--- src/rtl/sevenseg_scan_ctrl.sv ---
// Purpose: time-multiplexed seven-segment scan controller with double-buffered digit storage (optional macro SEVENSEG_LZ_BLANK_EN adds leading-zero suppression).
// Latency: all outputs are registered from next state; host loads become visible at the next frame boundary (at most one frame).
// Backpressure: none; load is always accepted and the last load before a frame boundary wins.
module sevenseg_scan_ctrl #(
  parameter int NUM_DIGITS = 8,
  parameter int SCAN_DIV   = 100000,
  parameter int GHOST_CYC  = 2
) (
  input  logic                    clk,
  input  logic                    rst_n,
  input  logic                    load,
  input  logic [4*NUM_DIGITS-1:0] value,
  input  logic [NUM_DIGITS-1:0]   dp_en,
  input  logic [NUM_DIGITS-1:0]   blank_en,
  output logic [6:0]              data,
  output logic [NUM_DIGITS-1:0]   an_n,
  output logic                    frame_start
);

  localparam int IDX_W = $clog2(NUM_DIGITS);
  localparam int CNT_W = $clog2(SCAN_DIV);
  localparam logic [CNT_W-1:0] CNT_LAST = CNT_W'(SCAN_DIV - 1);
  localparam logic [IDX_W-1:0] IDX_LAST = IDX_W'(NUM_DIGITS - 1);

  logic [CNT_W-1:0] cnt, cnt_nxt;
  logic [IDX_W-1:0] idx, idx_nxt;
  logic             cnt_wrap;
  logic             commit;
  int               cnt_nxt_int;
  logic             ghost;

  logic [4*NUM_DIGITS-1:0] pend_val, act_val, act_val_nxt;
  logic [NUM_DIGITS-1:0]   pend_dp, act_dp, act_dp_nxt;
  logic [NUM_DIGITS-1:0]   pend_blank, act_blank, act_blank_nxt;
  logic                    pend_vld, pend_vld_nxt;

  logic [NUM_DIGITS-1:0]   lz;
  logic [6:0]              data_nxt;
  logic [NUM_DIGITS-1:0]   an_n_nxt;
  logic                    frame_start_nxt;

  // Slot counter and digit index advance; commit happens when the last slot of a frame ends.
  always_comb begin
    cnt_wrap = (cnt == CNT_LAST);
    cnt_nxt  = cnt_wrap ? '0 : cnt + 1'b1;
    idx_nxt  = idx;
    if (cnt_wrap) begin
      idx_nxt = (idx == IDX_LAST) ? '0 : idx + 1'b1;
    end
    commit      = cnt_wrap && (idx == IDX_LAST);
    cnt_nxt_int = int'(cnt_nxt);
    ghost       = (cnt_nxt_int < GHOST_CYC);
  end

  // Next active/pending buffer contents; a load on the commit edge bypasses pending.
  always_comb begin
    act_val_nxt   = act_val;
    act_dp_nxt    = act_dp;
    act_blank_nxt = act_blank;
    pend_vld_nxt  = pend_vld;
    if (commit) begin
      if (load) begin
        act_val_nxt   = value;
        act_dp_nxt    = dp_en;
        act_blank_nxt = blank_en;
      end else if (pend_vld) begin
        act_val_nxt   = pend_val;
        act_dp_nxt    = pend_dp;
        act_blank_nxt = pend_blank;
      end
      pend_vld_nxt = 1'b0;
    end else if (load) begin
      pend_vld_nxt = 1'b1;
    end
  end

  // Leading-zero mask over the next active buffer; digit 0 is never suppressed.
  always_comb begin
    lz = '0;
`ifdef SEVENSEG_LZ_BLANK_EN
    begin
      logic lz_run;
      lz_run = 1'b1;
      for (int i = NUM_DIGITS - 1; i >= 1; i--) begin
        if (lz_run && (act_val_nxt[4*i +: 4] == 4'h0) && !act_dp_nxt[i]) begin
          lz[i] = 1'b1;
        end else begin
          lz_run = 1'b0;
        end
      end
    end
`endif
  end

  // Output words for the digit selected in the next cycle.
  always_comb begin
    data_nxt = 7'b100_0000;
    an_n_nxt = '1;
    for (int i = 0; i < NUM_DIGITS; i++) begin
      if (idx_nxt == IDX_W'(i)) begin
        data_nxt = {act_blank_nxt[i] | lz[i], 1'b0, act_dp_nxt[i], act_val_nxt[4*i +: 4]};
        if (!ghost) begin
          an_n_nxt[i] = 1'b0;
        end
      end
    end
    frame_start_nxt = (idx_nxt == '0) && (cnt_nxt == '0);
  end

  // Scan state and registered outputs.
  always_ff @(posedge clk or negedge rst_n) begin
    if (!rst_n) begin
      cnt         <= '0;
      idx         <= '0;
      data        <= 7'b100_0000;
      an_n        <= '1;
      frame_start <= 1'b0;
    end else begin
      cnt         <= cnt_nxt;
      idx         <= idx_nxt;
      data        <= data_nxt;
      an_n        <= an_n_nxt;
      frame_start <= frame_start_nxt;
    end
  end

  // Pending and active digit buffers.
  always_ff @(posedge clk or negedge rst_n) begin
    if (!rst_n) begin
      pend_val   <= '0;
      pend_dp    <= '0;
      pend_blank <= '0;
      pend_vld   <= 1'b0;
      act_val    <= '0;
      act_dp     <= '0;
      act_blank  <= '0;
    end else begin
      if (load && !commit) begin
        pend_val   <= value;
        pend_dp    <= dp_en;
        pend_blank <= blank_en;
      end
      pend_vld  <= pend_vld_nxt;
      act_val   <= act_val_nxt;
      act_dp    <= act_dp_nxt;
      act_blank <= act_blank_nxt;
    end
  end

endmodule

--- config.mk ---
export PLATFORM = sky130hd
export DESIGN_NAME = sevenseg_scan_ctrl
export DESIGN_NICKNAME = d
export VERILOG_FILES = /design/src/rtl/sevenseg_scan_ctrl.sv
export SDC_FILE = /design/constraint.sdc
export NUM_CORES = 1
export LEC_CHECK = 0
export ABC_AREA = 1
export CAP_MARGIN = 20
export CELL_PAD_IN_SITES_DETAIL_PLACEMENT = 0
export CELL_PAD_IN_SITES_GLOBAL_PLACEMENT = 1
export CORE_ASPECT_RATIO = 1.75
export CORE_UTILIZATION = 44
export CTS_BUF_LIST = sky130_fd_sc_hd__clkbuf_16
export CTS_CLUSTER_DIAMETER = 200
export DETAILED_ROUTE_END_ITERATION = 7
export PLACE_DENSITY = 0.84
export SLEW_MARGIN = 20
export SYNTH_ARGS = -nofsm -noshare
export SYNTH_HDL_FRONTEND = slang
export SYNTH_SLANG_ARGS = --single-unit
export TNS_END_PERCENT = 5
--- constraint.sdc ---
create_clock -name clk -period 2.7 [get_ports clk]
set_input_delay 0.405 -clock clk [delete_from_list [all_inputs] [get_ports clk]]
set_output_delay 0.405 -clock clk [all_outputs]
set_load 0.1 [all_outputs]
==> results_dict.tcl <==
set metrics [dict create \
    run_status "finished, final reports clean" \
    ys_warn_count 0 \
    design.die.area_sq_mm 0.0152 \
    synthCells 684 \
    grt_start_max_net_pins 54 \
    critPathArrivalTime_ns 2.71 \
    hold_viol 0 \
    antenna_found_initial 0 \
    worst-slew-pin-transition_ns 0.615 \
    min_path_type "in2async" \
    path_class "reg2reg" \
    vias_in_the_first_global_route 5176 \
    ys_types 45 \
    routed_via_count_divided_by_cell_count 5.26 \
    synthMuxAreaShare 0.0767 \
    achievable-frequency_mhz 421 \
    period_minus_slack_ns 2.37 \
    synth-adder-area-share 0.00581 \
    clock_pin_slew_on_the_worst_setup_and_hold_paths_ns 0.06 \
    worst-path-max-fanout 24 \
    critical_path.cell_chain "ha_1, nand3_2, nor2_2, nand3_4, inv_2, nand3_4, inv_2, or2_2, nand2_1, nand2_1, nand3_1, a21oi_1" \
    tritoncts.num_buffers 17 \
    finish.net_count 804 \
    postRouteWirelength_mm 15.8 \
    cts.hold.buffers_added 0 \
    r2r-start "cnt[0]" \
    drtPass1Iterations 4 \
    pre_cts_setup_slack_ns 0.283 \
    rsz0062_at_grt "false" \
    io_pins 67 \
    slew_headroom 0.590 \
    finalCritPeriodShare 0.880 \
    post_cts.resized_instances 0 \
    post_synth_edffs 0 \
    place.port_buffers 65 \
    critPathLaunch "cnt[0]" \
    setup_total_negative_slack_ns 0 \
    finalWeightedCongestion 0.889 \
    power.ir.vdd_worst_uv 389 \
    worst_setup_path_end_kind "flop" \
    clock_insertion_delay_worst_skew_ns 0.42 \
    critical-path-max-stage-delay_ns 0.39 \
    post_synth.cell_area_avg_sq_um 9.44 \
    rr_endpoint "data[6]" \
    grt_pass1_wl_mm 25.8 \
    finish.utilization 0.543 \
    die-height_um 162 \
    syn_to_final_growth_pct 20.8 \
    cts.sinks 132 \
    worstSetupPathDepth 12 \
    worst_r2r_path_depth 12 \
    overflow 0 \
    postCtsSetupRepairBufs 0 \
    cts.path.max_buffers 2 \
    clk_root_buffer_cell "sky130_fd_sc_hd__clkbuf_16" \
    worst_clock_skew_ns 0.00787 \
    synth-compound-area-share 0.104 \
    power-per-cell-area_mw_per_mm2 588 \
    synthXorXnorAreaFrac 0.00543 \
    slowest_stage "sky130_fd_sc_hd__dfrtp_1" \
    critical_path.n_buffers_inverters 2 \
    critPathRequiredTime_ns 3.04 \
    routedWlPerCell_um 16.8 \
    final_antenna_net_count 0 \
    holdWs_ns 0.00173 \
    max_cap_violations 0 \
    initial_utilization 0.449 \
    setup-violations-final 0 \
    ys_async_sr_fraction 1.00 \
    synth_top_family_by_area "simple AND/OR/NAND/NOR gates" \
    synth_seq_cells 132 \
    rrSetupSlack_ns 0.33 \
    fraction_of_layout_cells_with_a_size_suffix_above_1 0.216 \
    remaining_drcs 0 \
    share_of_synthesized_cell_area_in_and_or_nand_and_nor_gates 0.208 \
    detail_route.iter0.violations 212 \
    groute.usage.overall 0.226 \
    dpl_wire_length_mm 11.3 \
    cts_max_level 4 \
    worstSetupEndpoint "data[6]" \
    yosys_most_used_dff "sky130_fd_sc_hd__dfrtp_1" \
    synthesis.area_sq_mm 0.00646 \
    sequential_element_share_of_the_synthesized_area 0.513 \
    std_cell_rows 58 \
    cts_tree "built" \
    leakagePower_nw 3.69 \
    diodes 0 \
    core-area_sq_mm 0.0144 \
    total_number_of_vias 4956 \
    postLayoutSetupSlackWorst_ns 0.325 \
    crit_family "simple AND/OR/NAND/NOR gates" \
    synthesis.nets 738 \
    critPathLaunchType "flop" \
    timing_max_transition_violations_final 0 \
    chipWidth_um 93.6 \
]
## power by group
part	leakage, nW	total (mW)	internal (mW)	switching [mW]
registers	1.55	2.09	2.05	0.0375
logic	1.88	0.327	0.170	0.157
clock network	0.265	2.17	1.27	0.899
## logic make-up (layout without fill, tap and decap cells)
group,count (synthesis),after routing
AO/OA/AOI/OAI,99,99
adder cells (fa/ha/maj),3,3
buffers and inverters,125,204
other,1,1
XOR/XNOR,4,4
multiplexers,44,44
AND/OR/NAND/NOR,276,276
flip-flops,132,132
## cell type report
type | instances | area, sq um
Tap cell | 180 | 225
Timing Repair Buffer | 73 | 733
Clock inverter | 15 | 134
Sequential cell | 132 | 3310
Multi-Input combinational cell | 427 | 2590
Fill cell | 1289 | 6570
Clock buffer | 17 | 425
Inverter | 99 | 377
## routing by layer
| layer | part of all wire | wire length, um | global-route usage | vias to the layer above |
|---|---|---|---|---|
| li1 | - | - | - | 2392 |
| met1 | 0.37 | 5920 | 0.231 | 2426 |
| met2 | 0.56 | 8880 | 0.431 | 105 |
| met3 | 0.033 | 525 | 0.0435 | 33 |
| met4 | 0.032 | 505 | 0.103 | 0 |
| met5 | 0 | 0 | 0 | - |
## state kept, by name (all words and copies together), names as in the netlist, 3 cells and up
signal	count
act_blank	8
cnt	17
data	6
an_n	8
act_val	32
pend_blank	8
pend_val	32
pend_dp	8
idx	3
act_dp	8
## layout by cell type, fill, tap and decap left out, types with 5 or more instances in the layout
cell type,synthesis,final
sky130_fd_sc_hd__a21oi_1,12,12
sky130_fd_sc_hd__o22ai_1,44,44
sky130_fd_sc_hd__clkdlybuf4s50_1,0,49
sky130_fd_sc_hd__dfstp_2,9,9
sky130_fd_sc_hd__nand2_2,4,5
sky130_fd_sc_hd__nor2_2,6,6
sky130_fd_sc_hd__nand4_1,9,9
sky130_fd_sc_hd__buf_4,9,19
sky130_fd_sc_hd__inv_2,12,12
sky130_fd_sc_hd__dfrtp_1,123,123
sky130_fd_sc_hd__nand2_1,157,156
sky130_fd_sc_hd__inv_1,84,84
sky130_fd_sc_hd__nand3_1,26,26
sky130_fd_sc_hd__a2bb2oi_1,15,15
sky130_fd_sc_hd__nor2_1,38,38
sky130_fd_sc_hd__o21ai_0,17,17
sky130_fd_sc_hd__mux2_2,44,44
sky130_fd_sc_hd__nor3_1,8,8
sky130_fd_sc_hd__clkbuf_16,0,17
sky130_fd_sc_hd__buf_12,0,5
sky130_fd_sc_hd__or2_2,6,6
## metrics by stage
stage               area (sq um)  instances  total power, mW
detailed placement          7240        911             2.45
global placement            7240        911             2.44
floorplan                   6460        684             2.27
finish                      7800        943             4.58
CTS                         7800        943             4.62
global route                7800        943             4.74
## worst reg2reg max path: stages, from the launching register on
cell	delay, ns
sky130_fd_sc_hd__dfrtp_1	0.39
sky130_fd_sc_hd__ha_1	0.23
sky130_fd_sc_hd__nand3_2	0.16
sky130_fd_sc_hd__nor2_2	0.19
sky130_fd_sc_hd__nand3_4	0.13
sky130_fd_sc_hd__inv_2	0.16
sky130_fd_sc_hd__nand3_4	0.08
sky130_fd_sc_hd__inv_2	0.36
sky130_fd_sc_hd__or2_2	0.19
sky130_fd_sc_hd__nand2_1	0.08
sky130_fd_sc_hd__nand2_1	0.08
sky130_fd_sc_hd__nand3_1	0.08
sky130_fd_sc_hd__a21oi_1	0.16
## worst min path at each step
stage / startpoint / end / slack [ns] / cells after the start
global route: rst_n / pend_val[18] / 0.03 / 1
finish: rst_n / pend_dp[7] / 0.002 / 1
detailed placement: rst_n / pend_dp[7] / 0.46 / 1
floorplan: rst_n / act_blank[0] / 0.11 / 0
global placement: rst_n / pend_val[20] / 0.46 / 1
CTS: rst_n / pend_val[18] / 0.02 / 1
## synthesized netlist by cell type (5+ instances only)
master,count,area [sq um]
sky130_fd_sc_hd__inv_2,12,45.0
sky130_fd_sc_hd__a2bb2oi_1,15,131
sky130_fd_sc_hd__a21oi_1,12,60.1
sky130_fd_sc_hd__nand3_1,26,130
sky130_fd_sc_hd__nor2_2,6,37.5
sky130_fd_sc_hd__o21ai_0,17,85.1
sky130_fd_sc_hd__inv_1,84,315
sky130_fd_sc_hd__buf_4,9,67.6
sky130_fd_sc_hd__mux2_2,44,495
sky130_fd_sc_hd__dfstp_2,9,236
sky130_fd_sc_hd__or2_2,6,37.5
sky130_fd_sc_hd__nor2_1,38,143
sky130_fd_sc_hd__o22ai_1,44,275
sky130_fd_sc_hd__nand4_1,9,56.3
sky130_fd_sc_hd__nand2_1,157,589
sky130_fd_sc_hd__buf_2,5,25.0
sky130_fd_sc_hd__dfrtp_1,123,3080
sky130_fd_sc_hd__nor3_1,8,40.0
sky130_fd_sc_hd__clkbuf_1,7,26.3
Note: power is estimated with default switching activity, not from simulation.
